File: src/rtl/psg_seq_pkg.sv
// Shared types and bus constants for the TurboSound PSG write sequencer.
package psg_seq_pkg;

  typedef enum logic [2:0] {
    StIdle, StStart, StSel, StAddr, StData, StRaddr, StRsel, StFin
  } seq_state_e;

  localparam logic [7:0] SEL_AY1 = 8'hFF;
  localparam logic [7:0] SEL_AY2 = 8'hFE;

  // Bus codes as {bdir, bc1}
  localparam logic [1:0] LATCH = 2'b11;
  localparam logic [1:0] WRITE = 2'b10;
  localparam logic [1:0] INACT = 2'b00;

  function automatic logic [7:0] sel_byte(input logic chip);
    return chip ? SEL_AY2 : SEL_AY1;
  endfunction

endpackage

File: src/rtl/psg_write_sequencer_snoop.sv
// Tracks the CPU's chip selection and per-chip latched register address.
module psg_cpu_snoop
  import psg_seq_pkg::*;
(
  input  logic       clk7,
  input  logic       reset_n,
  input  logic       cpu_bdir,
  input  logic       cpu_bc1,
  input  logic [7:0] cpu_din,
  output logic       cpu_act,
  output logic       sh_sel,
  output logic [7:0] sh_addr0,
  output logic [7:0] sh_addr1
);

  assign cpu_act = cpu_bdir | cpu_bc1;

  // sh_sel = 1 means AY1 is selected (select byte bit 0)
  always_ff @(posedge clk7 or negedge reset_n) begin
    if (!reset_n) begin
      sh_sel   <= 1'b1;
      sh_addr0 <= 8'h00;
      sh_addr1 <= 8'h00;
    end else if (cpu_bdir && cpu_bc1) begin
      if (cpu_din[7:1] == SEL_AY1[7:1]) begin
        sh_sel <= cpu_din[0];
      end else if (sh_sel) begin
        sh_addr0 <= cpu_din;
      end else begin
        sh_addr1 <= cpu_din;
      end
    end
  end

endmodule

File: src/rtl/psg_write_sequencer.sv
// Shares the PSG bus between the CPU (priority, pass-through) and queued register writes.
module psg_write_sequencer
  import psg_seq_pkg::*;
#(
  parameter int unsigned STROBE_CYCLES = 4,
  parameter int unsigned GAP_CYCLES    = 1
) (
  input  logic       clk7,
  input  logic       reset_n,
  input  logic       cpu_bdir,
  input  logic       cpu_bc1,
  input  logic [7:0] cpu_din,
  input  logic       q_valid,
  output logic       q_ready,
  input  logic       q_chip,
  input  logic [3:0] q_reg,
  input  logic [7:0] q_data,
  output logic       psg_bdir,
  output logic       psg_bc1,
  output logic [7:0] psg_din,
  output logic       busy,
  output logic       done
);

  localparam logic [3:0] STROBE_LAST = 4'(STROBE_CYCLES - 1);
  localparam logic [3:0] GAP_LAST    = 4'(GAP_CYCLES - 1);

  logic       cpu_act, sh_sel;
  logic [7:0] sh_addr0, sh_addr1;

  psg_cpu_snoop u_snoop (
    .clk7     (clk7),
    .reset_n  (reset_n),
    .cpu_bdir (cpu_bdir),
    .cpu_bc1  (cpu_bc1),
    .cpu_din  (cpu_din),
    .cpu_act  (cpu_act),
    .sh_sel   (sh_sel),
    .sh_addr0 (sh_addr0),
    .sh_addr1 (sh_addr1)
  );

  seq_state_e state_q, nxt_state;
  logic       chip_q, same_q, hold_q, gap_q, busy_q, done_q;
  logic [3:0] reg_q, cnt_q;
  logic [7:0] data_q, din_q, ent_din;
  logic [1:0] code_q, ent_code;
  logic       same, in_step, enter_step;

  // Chip 0 (AY1) corresponds to sh_sel = 1
  assign same    = (chip_q != sh_sel);
  assign in_step = (state_q != StIdle) && (state_q != StStart) && (state_q != StFin);
  assign enter_step = !cpu_act && ((state_q == StStart) ||
                      (in_step && !hold_q && gap_q && (cnt_q == GAP_LAST)));

  always_comb begin
    nxt_state = StFin;
    unique case (state_q)
      StStart: nxt_state = same ? StAddr : StSel;
      StSel:   nxt_state = StAddr;
      StAddr:  nxt_state = StData;
      StData:  nxt_state = StRaddr;
      StRaddr: nxt_state = same_q ? StFin : StRsel;
      default: nxt_state = StFin;
    endcase
  end

  always_comb begin
    ent_code = INACT;
    ent_din  = 8'h00;
    unique case (nxt_state)
      StSel:   begin ent_code = LATCH; ent_din = sel_byte(chip_q); end
      StAddr:  begin ent_code = LATCH; ent_din = {4'h0, reg_q}; end
      StData:  begin ent_code = WRITE; ent_din = data_q; end
      StRaddr: begin ent_code = LATCH; ent_din = chip_q ? sh_addr1 : sh_addr0; end
      StRsel:  begin ent_code = LATCH; ent_din = sh_sel ? SEL_AY1 : SEL_AY2; end
      default: begin ent_code = INACT; ent_din = 8'h00; end
    endcase
  end

  always_ff @(posedge clk7 or negedge reset_n) begin
    if (!reset_n) begin
      state_q <= StIdle;
      chip_q  <= 1'b0;
      reg_q   <= 4'h0;
      data_q  <= 8'h00;
      same_q  <= 1'b0;
      hold_q  <= 1'b0;
      gap_q   <= 1'b0;
      cnt_q   <= 4'h0;
      code_q  <= INACT;
      din_q   <= 8'h00;
      busy_q  <= 1'b0;
      done_q  <= 1'b0;
    end else begin
      done_q <= 1'b0;
      unique case (state_q)
        StIdle: begin
          if (q_valid) begin
            chip_q  <= q_chip;
            reg_q   <= q_reg;
            data_q  <= q_data;
            busy_q  <= 1'b1;
            state_q <= StStart;
          end
        end
        StStart: same_q <= same;
        StFin: begin
          busy_q  <= 1'b0;
          state_q <= StIdle;
        end
        default: begin
          if (cpu_act) begin
            // CPU pre-empts: drop the step, restart once the bus has been quiet
            hold_q <= 1'b1;
            gap_q  <= 1'b0;
            cnt_q  <= 4'h0;
            code_q <= INACT;
            din_q  <= 8'h00;
          end else if (hold_q) begin
            if (cnt_q == GAP_LAST) begin
              hold_q  <= 1'b0;
              cnt_q   <= 4'h0;
              state_q <= StStart;
            end else begin
              cnt_q <= cnt_q + 4'd1;
            end
          end else if (!gap_q) begin
            if (cnt_q == STROBE_LAST) begin
              gap_q  <= 1'b1;
              cnt_q  <= 4'h0;
              code_q <= INACT;
              din_q  <= 8'h00;
            end else begin
              cnt_q <= cnt_q + 4'd1;
            end
          end else begin
            cnt_q <= cnt_q + 4'd1;
          end
        end
      endcase
      if (enter_step) begin
        cnt_q <= 4'h0;
        gap_q <= 1'b0;
        if (nxt_state == StFin) begin
          state_q <= StFin;
          done_q  <= 1'b1;
        end else begin
          state_q <= nxt_state;
          code_q  <= ent_code;
          din_q   <= ent_din;
        end
      end
    end
  end

  assign q_ready  = (state_q == StIdle);
  assign busy     = busy_q;
  assign done     = done_q;
  assign psg_bdir = cpu_act ? cpu_bdir : code_q[1];
  assign psg_bc1  = cpu_act ? cpu_bc1  : code_q[0];
  assign psg_din  = cpu_act ? cpu_din  : din_q;

endmodule
File: config.mk
export PLATFORM = sky130hd
export DESIGN_NAME = psg_write_sequencer
export DESIGN_NICKNAME = d
export VERILOG_FILES = /design/src/rtl/psg_seq_pkg.sv /design/src/rtl/psg_write_sequencer_snoop.sv /design/src/rtl/psg_write_sequencer.sv
export SDC_FILE = /design/constraint.sdc
export NUM_CORES = 1
export LEC_CHECK = 0
export ABC_AREA = 1
export CAP_MARGIN = 40
export CORE_MARGIN = 2
export CORE_UTILIZATION = 60
export CTS_CLUSTER_SIZE = 30
export DETAILED_ROUTE_END_ITERATION = 8
export DONT_BUFFER_PORTS = 1
export PLACE_DENSITY = 0.76
export RECOVER_POWER = 50
export SLEW_MARGIN = 20
export SYNTH_ARGS = -nofsm -noshare
export SYNTH_HDL_FRONTEND = slang
export SYNTH_SLANG_ARGS = --single-unit
File: constraint.sdc
create_clock -name clk7 -period 1.8 [get_ports clk7]
set_input_delay 0.18 -clock clk7 [delete_from_list [all_inputs] [get_ports clk7]]
set_output_delay 0.18 -clock clk7 [all_outputs]
set_load 0.1 [all_outputs]
==> flow_summary.yaml <==
route:
  avgRoutedWirePerCell_microns: 14.2
  drt-pass1-iter-count: 4
  drt_iter0_drc: 174
  via_count: 2325
  drt.antenna.violating_nets: 0
  drcViolationCount: 0
  drt_wl_total_microns: 6050
  vias_per_cell: 5.46
floorplan:
  die_h_microns: 71.0
  dieArea_sq_um: 5040
  core_area_sq_um: 4320
  io_pins: 39
  initial_core_util: 0.622
  rows: 24
  fp.dieW_microns: 71.0
critical_path:
  cp_top_family: "buffers and inverters"
  crit_arrival_ns: 1.49
  endpoint_kind: "output port"
  critical_path_required_ns: 1.62
  criticalPathCategory: "reg -> out"
  crit_chain: "inv_2, nand2_1, inv_2, nand2_1, inv_2, buf_4"
  critPathBufInv: 4
  crit_top_cell: "inv_2"
  worst_setup_path_start_kind: "register"
  crit_slowest_cell: "dfrtp_1"
  critPathMaxStageDelay_ns: 0.46
  critPathMaxFanout: 6
cts:
  cts_tree: "yes"
  clock-sinks: 52
  clk_pin_slew_ns: 0.10
  cts_root_buf: "clkbuf_8"
  cts_buffer_depth: 2
  clock_latency_ns: 0.32
  htree_num_levels: 2
  numCtsBuffers: 5
timing:
  maxSlewViolCount: 0
  setup_viol: 0
  hold_violations: 0
  fmax_mhz: 599
  fin_crit_sh: 0.927
  layout_min_cycle_time_ns: 1.67
  rsz0062_at_grt: "false"
  relSlewSlack: 0.178
  clock_skew_ns: 0.00687
  worstMarginPinSlew_ns: 1.23
final_layout:
  finalNonFillerCells: 426
  syn2layout_area_growth_pct: 19.0
  final_util: 0.740
  diodes: 0
  nets: 401
  fillers: 366
  drive_gt1_frac: 0.179
  final_area_sq_um: 3200
global_routing:
  grt_pass1_vias: 2243
  grt_pass1_wl_microns: 10300
  gr-total-overflow: 0
  antenna_found_initial: 0
  gr-usage-all-layers: 0.264
  grt_max_degree: 53
logic_synthesis:
  syn_avg_cell_area_sq_um: 7.91
  netlist_top_cells_count: "nand2_1, dfrtp_1, nand3_1, o21ai_0, inv_1"
  yosysTopAreaCell: "dfrtp_1"
  synthFlopType: "dfrtp_1"
  synth_area_leaders: "dfrtp_1, nand2_1, nand3_1, o21ai_0, mux2_2"
  synth.most_common_cell: "nand2_1"
  ys_seq_elements: 52
  ys_seq_area_frac: 0.484
  netlist.area_leader.share: 0.474
  synth_edf_count: 0
  syn_area_sq_um: 2690
  ys_types: 28
  syn-num-nets: 368
  synthCells: 340
  ys_warn_count: 0
  async_flop_share: 1.00
power_and_ir_drop:
  fin_total_pwr_mw: 4.99
  power.density_nw_per_um2: 1560
  power.leakage_nw: 1.63
  peakVddDrop_uv: 960
placed_design:
  place_area_sq_um: 2960
  dp_hpwl_microns: 4440
  place.gp.congestion: 0.844
  port_buffers: 0
  dp_cells: 404
run:
  drv_cap: 0
min_path:
  hold_path.class: "in -> reg"
status:
  status: "finished clean"
==> kinds of logic after synthesis <==
kind of cell             Yosys count  share of synthesized area
flip-flops                        52                      0.484
multiplexers                      12                     0.0502
XOR/XNOR                           2                    0.00651
AND/OR/NAND/NOR                  185                      0.292
buffers and inverters             46                     0.0781
AO/OA/AOI/OAI                     41                     0.0795
adder cells (fa/ha/maj)            2                    0.00930
==> timing repair <==
action | 4_1_cts | 5_1_grt
endpoints found under the hold margin | 59 | 3
hold buffers | 9 | 3
resized for setup | 0 | 6
endpoints found under the setup margin | 0 | 13
setup buffers | 0 | 1
==> metal layers <==
metal	vias to the layer above	routed length, microns	global-route usage
met2	75	2830	0.394
met4	0	102	0.0839
met3	12	419	0.0812
li1	1169	-	-
met5	-	0	0
met1	1069	2700	0.373
==> layout make-up <==
cell class | instances | area, sq um | share of cell area
well taps | 52 | 65.1 | 0.0203
multi-input cells | 243 | 1230 | 0.386
inverters | 37 | 146 | 0.0457
clock inverters | 3 | 22.5 | 0.00703
clock buffers | 5 | 68.8 | 0.0215
repair buffers | 34 | 360 | 0.113
flip-flops and latches | 52 | 1300 | 0.407
==> power by group <==
part / internal [mW] / leakage (nW) / switching (mW)
Clock: 0.279 / 0.0485 / 0.413
Combinational: 0.832 / 0.932 / 1.61
Sequential: 1.57 / 0.654 / 0.288
Total: 2.68 / 1.63 / 2.31
==> sequential cells by signal, summed over array words and instances (netlist names) <==
signal,cells
u_snoop.sh_sel,1
state_q,3
u_snoop.sh_addr1,8
code_q,2
reg_q,4
cnt_q,4
chip_q,1
hold_q,1
din_q,8
busy,1
done,1
data_q,8
gap_q,1
same_q,1
u_snoop.sh_addr0,8
==> stage by stage <==
stage | hold WS (ns) | setup TNS, ns | worst slack (ns)
after floorplan | -0.116 | -2.73 | -0.377
after global placement | -0.114 | 0 | 0.172
after detailed placement | -0.114 | 0 | 0.0741
after CTS | 0.00207 | 0 | 0.0532
after global routing | 0.00389 | 0 | 0.000516
final | 0.0148 | 0 | 0.132
==> worst register-to-register path, stage by stage (launching register included) <==
cell and delay (ns):
dfrtp_1 0.46, inv_2 0.08, nand2_1 0.12, inv_2 0.06, nand2_1 0.09, inv_2 0.05
nand2_2 0.27, mux2_2 0.40
==> final timing paths <==
kind | depth (start not counted) | slack, ns | startpoint | endpoint
max in group asynchronous | 2 | 0.32 | reset_n | state_q[2]
worst min-delay path | 2 | 0.01 | cpu_din[7] | u_snoop.sh_addr0[7]
worst min register to register | 2 | 0.50 | u_snoop.sh_addr1[0] | u_snoop.sh_addr1[0]
worst max register to register | 7 | 0.16 | state_q[1] | reg_q[3]
worst max-delay path | 6 | 0.13 | state_q[1] | q_ready
min in group asynchronous | 2 | 0.66 | reset_n | u_snoop.sh_addr0[2]
==> cells in the final DEF (no fill, tap or decap), types with 7 or more instances in the layout <==
cell type	n
dfrtp_1	50
nor2_1	16
dlygate4sd3_1	11
nand2_1	117
o21ai_2	9
o21ai_0	23
mux2_2	12
inv_1	29
buf_4	12
nand4_1	9
buf_12	7
nand3_1	34
No activity file was read; power rests on OpenSTA's default activity.
